===== config.mk =====
export PLATFORM = sky130hd
export DESIGN_NAME = iot_result_serializer_flat
export DESIGN_NICKNAME = d
export VERILOG_FILES = /design/src/rtl/iot_pkg.sv /design/src/rtl/iot_result_serializer_if.sv /design/src/rtl/iot_sync_fifo.sv /design/src/rtl/iot_result_serializer.sv /design/src/flat_wrapper.sv
export SDC_FILE = /design/constraint.sdc
export NUM_CORES = 1
export LEC_CHECK = 0
export BUFFER_PORTS_ARGS = -buffer_cell sky130_fd_sc_hd__buf_2
export CORE_UTILIZATION = 26
export CTS_BUF_LIST = sky130_fd_sc_hd__clkbuf_4 sky130_fd_sc_hd__clkbuf_8
export CTS_CLUSTER_SIZE = 12
export DETAILED_ROUTE_END_ITERATION = 8
export PLACE_DENSITY_LB_ADDON = 0.3
export RECOVER_POWER = 25
export SYNTH_ARGS = -nofsm -noshare
export SYNTH_HDL_FRONTEND = slang
export SYNTH_HIERARCHICAL = 1
export SYNTH_SLANG_ARGS = --single-unit

===== constraint.sdc =====
create_clock -name clk -period 17.6 [get_ports clk]
set_input_delay 3.52 -clock clk [delete_from_list [all_inputs] [get_ports clk]]
set_output_delay 3.52 -clock clk [all_outputs]
set_load 0.01 [all_outputs]

===== src/rtl/iot_pkg.sv =====
// iot_pkg: shared constants and types for the IoT result serializer
package iot_pkg;
  localparam int DW_DEF = 128;
  localparam int BW_DEF = 8;
  localparam logic [4:0] HDR_SYNC = 5'b10100;
  localparam logic [2:0] FN_MAX = 3'd1;
  localparam logic [2:0] FN_MIN = 3'd2;
  localparam logic [2:0] FN_AVG = 3'd3;
  localparam logic [2:0] FN_SUM = 3'd4;
  localparam logic [2:0] FN_THRESH = 3'd5;
  localparam logic [2:0] FN_PEAK = 3'd6;
  localparam logic [2:0] FN_PEAKMIN = 3'd7;
  typedef enum logic [1:0] {IDLE, HDR, DATA} state_t;
endpackage


===== src/rtl/iot_result_serializer_if.sv =====
// iot_result_serializer_if: byte-wide valid/ready frame link
interface iot_result_serializer_if #(parameter int BW = 8);
  logic out_valid;
  logic [BW-1:0] out_data;
  logic out_last;
  logic out_ready;
  modport master(output out_valid, out_data, out_last, input out_ready);
  modport slave(input out_valid, out_data, out_last, output out_ready);
endinterface


===== src/rtl/iot_sync_fifo.sv =====
// iot_sync_fifo: synchronous FIFO; push and pop in one cycle both honoured, also when full
module iot_sync_fifo #(
  parameter int W = 131,
  parameter int DEPTH = 4
) (
  input  logic clk,
  input  logic rst,
  input  logic push,
  input  logic pop,
  input  logic [W-1:0] din,
  output logic [W-1:0] dout,
  output logic full,
  output logic empty,
  output logic [$clog2(DEPTH):0] cnt
);
  localparam int AW = $clog2(DEPTH);
  logic [W-1:0] mem [DEPTH];
  logic [AW-1:0] wptr, rptr;
  logic do_push, do_pop;
  assign full = cnt == (AW+1)'(DEPTH);
  assign empty = cnt == '0;
  assign do_pop = pop && !empty;
  assign do_push = push && (!full || do_pop);
  assign dout = mem[rptr];
  // pointers wrap naturally since DEPTH is a power of two
  always_ff @(posedge clk or posedge rst)
    if (rst) begin
      wptr <= '0;
      rptr <= '0;
      cnt <= '0;
    end else begin
      wptr <= wptr + AW'(do_push);
      rptr <= rptr + AW'(do_pop);
      cnt <= cnt + (AW+1)'(do_push) - (AW+1)'(do_pop);
    end
  // storage array, contents need no reset
  always_ff @(posedge clk)
    if (do_push) mem[wptr] <= din;
endmodule


===== src/rtl/iot_result_serializer.sv =====
// iot_result_serializer: buffers filter results and emits 17-byte header+data frames
module iot_result_serializer
  import iot_pkg::*;
#(
  parameter int DEPTH = 4,
  parameter int DW = DW_DEF,
  parameter int BW = BW_DEF
) (
  input  logic clk,
  input  logic rst,
  input  logic res_valid,
  input  logic [DW-1:0] res_data,
  input  logic [2:0] fn_sel,
  iot_result_serializer_if.master link,
  output logic overflow,
  output logic [$clog2(DEPTH):0] fifo_cnt
);
  localparam int NB = DW / BW;
  localparam int CW = $clog2(NB);
  state_t state, state_n;
  logic [DW-1:0] shreg, shreg_n;
  logic [CW-1:0] bcnt, bcnt_n;
  logic [BW-1:0] data_n;
  logic valid_n, last_n, pop, full, empty, hs;
  logic [DW+2:0] dout;
  assign hs = link.out_valid && link.out_ready;
  iot_sync_fifo #(.W(DW + 3), .DEPTH(DEPTH)) u_fifo (
    .clk(clk), .rst(rst), .push(res_valid), .pop(pop), .din({fn_sel, res_data}),
    .dout(dout), .full(full), .empty(empty), .cnt(fifo_cnt)
  );
  // frame sequencing: pop in IDLE, hold bytes stable while stalled
  always_comb begin
    state_n = state;
    shreg_n = shreg;
    bcnt_n = bcnt;
    valid_n = link.out_valid;
    data_n = link.out_data;
    last_n = link.out_last;
    pop = 1'b0;
    unique case (state)
      IDLE: if (!empty) begin
        pop = 1'b1;
        shreg_n = dout[DW-1:0];
        bcnt_n = '0;
        state_n = HDR;
        valid_n = 1'b1;
        data_n = BW'({HDR_SYNC, dout[DW+2:DW]});
      end
      HDR: if (hs) begin
        data_n = shreg[DW-1 -: BW];
        state_n = DATA;
      end
      DATA: if (hs) begin
        if (link.out_last) begin
          state_n = IDLE;
          valid_n = 1'b0;
          data_n = '0;
          last_n = 1'b0;
        end else begin
          shreg_n = shreg << BW;
          bcnt_n = bcnt + CW'(1);
          data_n = shreg[DW-BW-1 -: BW];
          last_n = bcnt + CW'(1) == CW'(NB - 1);
        end
      end
      default: state_n = IDLE;
    endcase
  end
  // registered state and outputs; overflow sticks until reset
  always_ff @(posedge clk or posedge rst)
    if (rst) begin
      state <= IDLE;
      shreg <= '0;
      bcnt <= '0;
      link.out_valid <= 1'b0;
      link.out_data <= '0;
      link.out_last <= 1'b0;
      overflow <= 1'b0;
    end else begin
      state <= state_n;
      shreg <= shreg_n;
      bcnt <= bcnt_n;
      link.out_valid <= valid_n;
      link.out_data <= data_n;
      link.out_last <= last_n;
      overflow <= overflow | (res_valid && full && !pop);
    end
endmodule


===== src/flat_wrapper.sv =====
// flat-port wrapper written by rule: the top's interface ports become plain ports
module iot_result_serializer_flat import iot_pkg::*;
#(
  parameter int DEPTH = 4,
  parameter int DW = DW_DEF,
  parameter int BW = BW_DEF
)
  (clk, rst, res_valid, res_data, fn_sel, overflow, fifo_cnt, link_out_valid, link_out_data, link_out_last, link_out_ready);
  iot_result_serializer_if #(.BW(BW)) link_i ();
  input  logic clk;
  input  logic rst;
  input  logic res_valid;
  input  logic [DW-1:0] res_data;
  input  logic [2:0] fn_sel;
  output logic overflow;
  output logic [$clog2(DEPTH):0] fifo_cnt;
  output wire logic [$bits(link_i.out_valid)-1:0] link_out_valid;
  output wire logic [$bits(link_i.out_data)-1:0] link_out_data;
  output wire logic [$bits(link_i.out_last)-1:0] link_out_last;
  input wire logic [$bits(link_i.out_ready)-1:0] link_out_ready;
  assign link_out_valid = link_i.out_valid;
  assign link_out_data = link_i.out_data;
  assign link_out_last = link_i.out_last;
  assign link_i.out_ready = link_out_ready;
  iot_result_serializer #(.DEPTH(DEPTH), .DW(DW), .BW(BW)) u_core (.clk(clk), .rst(rst), .res_valid(res_valid), .res_data(res_data), .fn_sel(fn_sel), .link(link_i), .overflow(overflow), .fifo_cnt(fifo_cnt));
endmodule

==> impl_results.rst <==
.. list-table::
   :header-rows: 1

   * - Metric
     - Value
   * - Clk buf depth
     - 3
   * - Arr. time, crit path
     - 6.31 ns
   * - Die width
     - 324 µm
   * - Total negative slack for setup checks
     - 0 ns
   * - Kind of end point of the critical path
     - register
   * - Clock skew
     - 0.0347 ns
   * - Total of buffers placed on input and output ports
     - 148
   * - Share of final-layout standard cells stronger than drive strength 1
     - 42.5%
   * - First-pass iteration count of the detailed router
     - 4
   * - Number of DRC markers after the initial detailed-route iteration
     - 578
   * - Largest voltage drop on the vdd net
     - 105 µV
   * - Rel. slew slack
     - 24.1%
   * - Vertical extent of the die
     - 324 µm
   * - WS Path Type
     - in2reg
   * - Number of maximum-capacitance constraint violations
     - 0
   * - Internal reg-to-reg setup slack
     - 12.57 ns
   * - Vias
     - 12327
   * - Nets@finish
     - 1595
   * - Placed wire-length estimate
     - 33900 µm
   * - Final Max Tran Viols
     - 0
   * - Critical Path, Cell by Cell
     - buf_2 > nor4bb_4 > buf_4 > buf_4
   * - Final Worst Setup Slack
     - 11.60 ns
   * - Global-route wire length before repair
     - 89000 µm
   * - Mux contribution to synthesized area
     - 22.8%
   * - Sequential fraction of the synthesis area
     - 72.6%
   * - Final RePlAce weighted congestion
     - 0.705
   * - Leak
     - 10.7 nW
   * - Post-Route WL
     - 59000 µm
   * - CTS Buf Count
     - 107
   * - Gates resized, CTS repair
     - 0
   * - Power density over the cells
     - 182 nW/µm²
   * - CTS Hold Bufs
     - 0
   * - Count of endpoints failing setup in the final report
     - 0
   * - Vias in the first global route
     - 13847
   * - Setup WS pre-CTS
     - 10.77 ns
   * - Count of filler cells inserted in the layout
     - 10056
   * - Core Area
     - 102000 µm²
   * - Post-detailed-route count of antenna-violating nets
     - 0
   * - Area of the multi-input gates
     - 6950 µm²
   * - Number of ports placed on the die boundary
     - 149
   * - Register area
     - 19500 µm²
   * - Antenna violations before repair
     - 37
   * - Post-synthesis cell count
     - 1238
   * - Total congestion overflow after global routing
     - 0
   * - Post-synthesis simple-gate area fraction
     - 1.21%
   * - Largest incremental delay on the critical path
     - 0.93 ns
   * - Dominant combinational cell family by area after synthesis
     - multiplexers
   * - Count of flip-flops with a built-in enable after synthesis
     - 524
   * - Insertion delay of the later-clocked pin in the worst-skew pair
     - 0.71 ns
   * - CP max FO
     - 62
   * - CTS tree
     - done
   * - Number of flip-flops and latches in the synthesized netlist
     - 676
   * - RSZ-0062 raised after global routing
     - no
   * - Starting density of the core
     - 26.4%
   * - Max frequency
     - 0.167 GHz
   * - Number of post-CTS setup repair buffers
     - 0
   * - Startpoint class of the critical path
     - primary input
   * - Clock root buffer
     - clkbuf_8
   * - Adder and majority gate portion of the synthesized area
     - 0.585%
   * - Clock H-tree levels
     - 3
   * - DRC errors left
     - 0
   * - Clk pin slew, worst setup/hold paths
     - 0.06 ns
   * - Critical path's most frequent cell
     - buf_4
   * - Number of warnings reported in the yosys synthesis log
     - 6
   * - Largest net degree at the start of global routing
     - 132
   * - Transition time of the tightest slew-check pin
     - 1.14 ns
   * - Final count of hold timing violations
     - 0
   * - Cell variety after synth
     - 44
   * - Primary FF master, synth
     - edfxtp_1
   * - Global routing usage summed across all routing layers
     - 11.5%
   * - Run status
     - finished, final reports clean
   * - Total number of placement rows
     - 117
   * - Fin Hold WS
     - 0.475 ns
   * - Number of vias per cell
     - 4.24
   * - Summed instance area of the synthesized netlist
     - 26900 µm²
   * - Final min period
     - 6.00 ns
   * - Growth of design area from synthesis to finish
     - 16.4%
   * - Slowest library cell on the worst path
     - buf_4
   * - Synth Area in Compound Gates
     - 0.739%
   * - Classification of the worst-slack hold path
     - reg2reg
   * - Ys async rst share
     - 22.5%
   * - Worst EP required
     - 17.91 ns
   * - Total nets after synthesis
     - 1385
   * - XOR/XNOR share of the synthesized area
     - 0.228%
   * - Clk sinks
     - 676
   * - Post-synthesis area per instance
     - 21.8 µm²
   * - Die outline area
     - 105000 µm²
   * - WL per Instance
     - 20.3 µm
   * - Final critical-path share of the clock period
     - 34.1%
[final cells by class]
cell class              instances  area share (%)
well taps                    1368            5.46
repair buffers                165            2.45
flip-flops and latches        676            62.4
clock buffers                 151            5.85
diodes                          2          0.0160
inverters                      16           0.208
multi-input cells             482            22.2
clock inverters                48            1.44
[cells by family after synthesis]
logic type,count (synthesis)
mux,382
compound gates,30
buf+inv,80
fa+ha+maj,12
flops,676
simple gates,51
xor+xnor,7
[critical path: cells and delay by family]
kind	cells	cell delay (ns)
buffers and inverters	3	2.03
AND/OR/NAND/NOR	1	0.68
[layout by cell type (no fill, tap or decap), types with 3 or more instances in the layout]
master | Yosys | final
nand3b_1 | 6 | 6
dfrtp_1 | 152 | 150
nor2_1 | 4 | 4
nor2b_1 | 5 | 5
ha_1 | 11 | 10
o21ai_0 | 10 | 10
nand4_1 | 8 | 8
clkbuf_4 | 0 | 39
a31oi_1 | 4 | 4
buf_2 | 19 | 58
a21oi_1 | 5 | 5
xor2_1 | 3 | 3
clkinv_2 | 0 | 14
edfxtp_1 | 524 | 524
clkinv_1 | 0 | 16
inv_1 | 16 | 15
clkbuf_1 | 14 | 90
clkinvlp_4 | 0 | 8
mux2_4 | 100 | 100
nor3b_1 | 4 | 3
clkbuf_8 | 0 | 112
bufinv_16 | 0 | 8
nand3_1 | 3 | 3
mux4_2 | 131 | 131
xnor2_1 | 4 | 4
buf_4 | 1 | 16
mux2_2 | 151 | 151
nand2_1 | 10 | 10
[registers in the layout (all words and copies together), names as in the netlist, 2 cells and up]
name                  cells
u_core/bcnt               4
u_core/shreg            128
u_core/u_fifo/wptr        2
u_core/u_fifo/mem       524
u_core/u_fifo/cnt         3
u_core/state              2
u_core/link.out_data      8
u_core/u_fifo/rptr        2
[where the power goes]
group          leakage, nW  internal, mW  switching (mW)
Clock                 1.19         0.792           0.613
Combinational         2.96          1.05           0.848
Sequential            6.59          2.19           0.208
[per-stage QoR]
stage                     power (mW)  utilization [%]  instance area [µm²]  std cells
after floorplan                 4.00                -                26900       1238
after global placement          4.35             28.5                29200       2707
after detailed placement        4.39             28.5                29200       2707
after CTS                       5.82             30.8                31400       2906
after global routing            6.03             30.7                31300       2907
final                           5.71             30.7                31300       2908
[final timing paths]
check,startpoint,to,cells past startpoint
hold reg to reg,u_core/overflow,u_core/overflow,1
max in group asynchronous,rst,u_core/shreg[106],3
setup / recovery,res_valid,u_core/u_fifo/mem[1][93],4
min in group asynchronous,rst,u_core/u_fifo/rptr[0],2
setup reg to reg,u_core/state[0],u_core/u_fifo/mem[1][93],7
hold / removal,u_core/overflow,u_core/overflow,1
[metal layers]
layer | track usage [%] | up-vias | wire length, µm
li1 | - | 5444 | -
met1 | 13.9 | 6432 | 24300
met2 | 18.7 | 245 | 28500
met3 | 4.39 | 148 | 4550
met4 | 4.19 | 58 | 1380
met5 | 0 | - | 340
[synthesized netlist by cell type (7+ instances only)]
library cell	instances	area share, %
buf_6	22	0.92
buf_2	19	0.35
buf_1	7	0.098
nand4_1	8	0.19
ha_1	11	0.51
inv_1	16	0.22
edfxtp_1	524	58
mux2_4	100	5.6
dfrtp_1	152	14
nand2_1	10	0.14
mux4_2	131	11
mux2_2	151	6.3
clkbuf_1	14	0.20
o21ai_0	10	0.19
(Power assumes the default switching activity.)
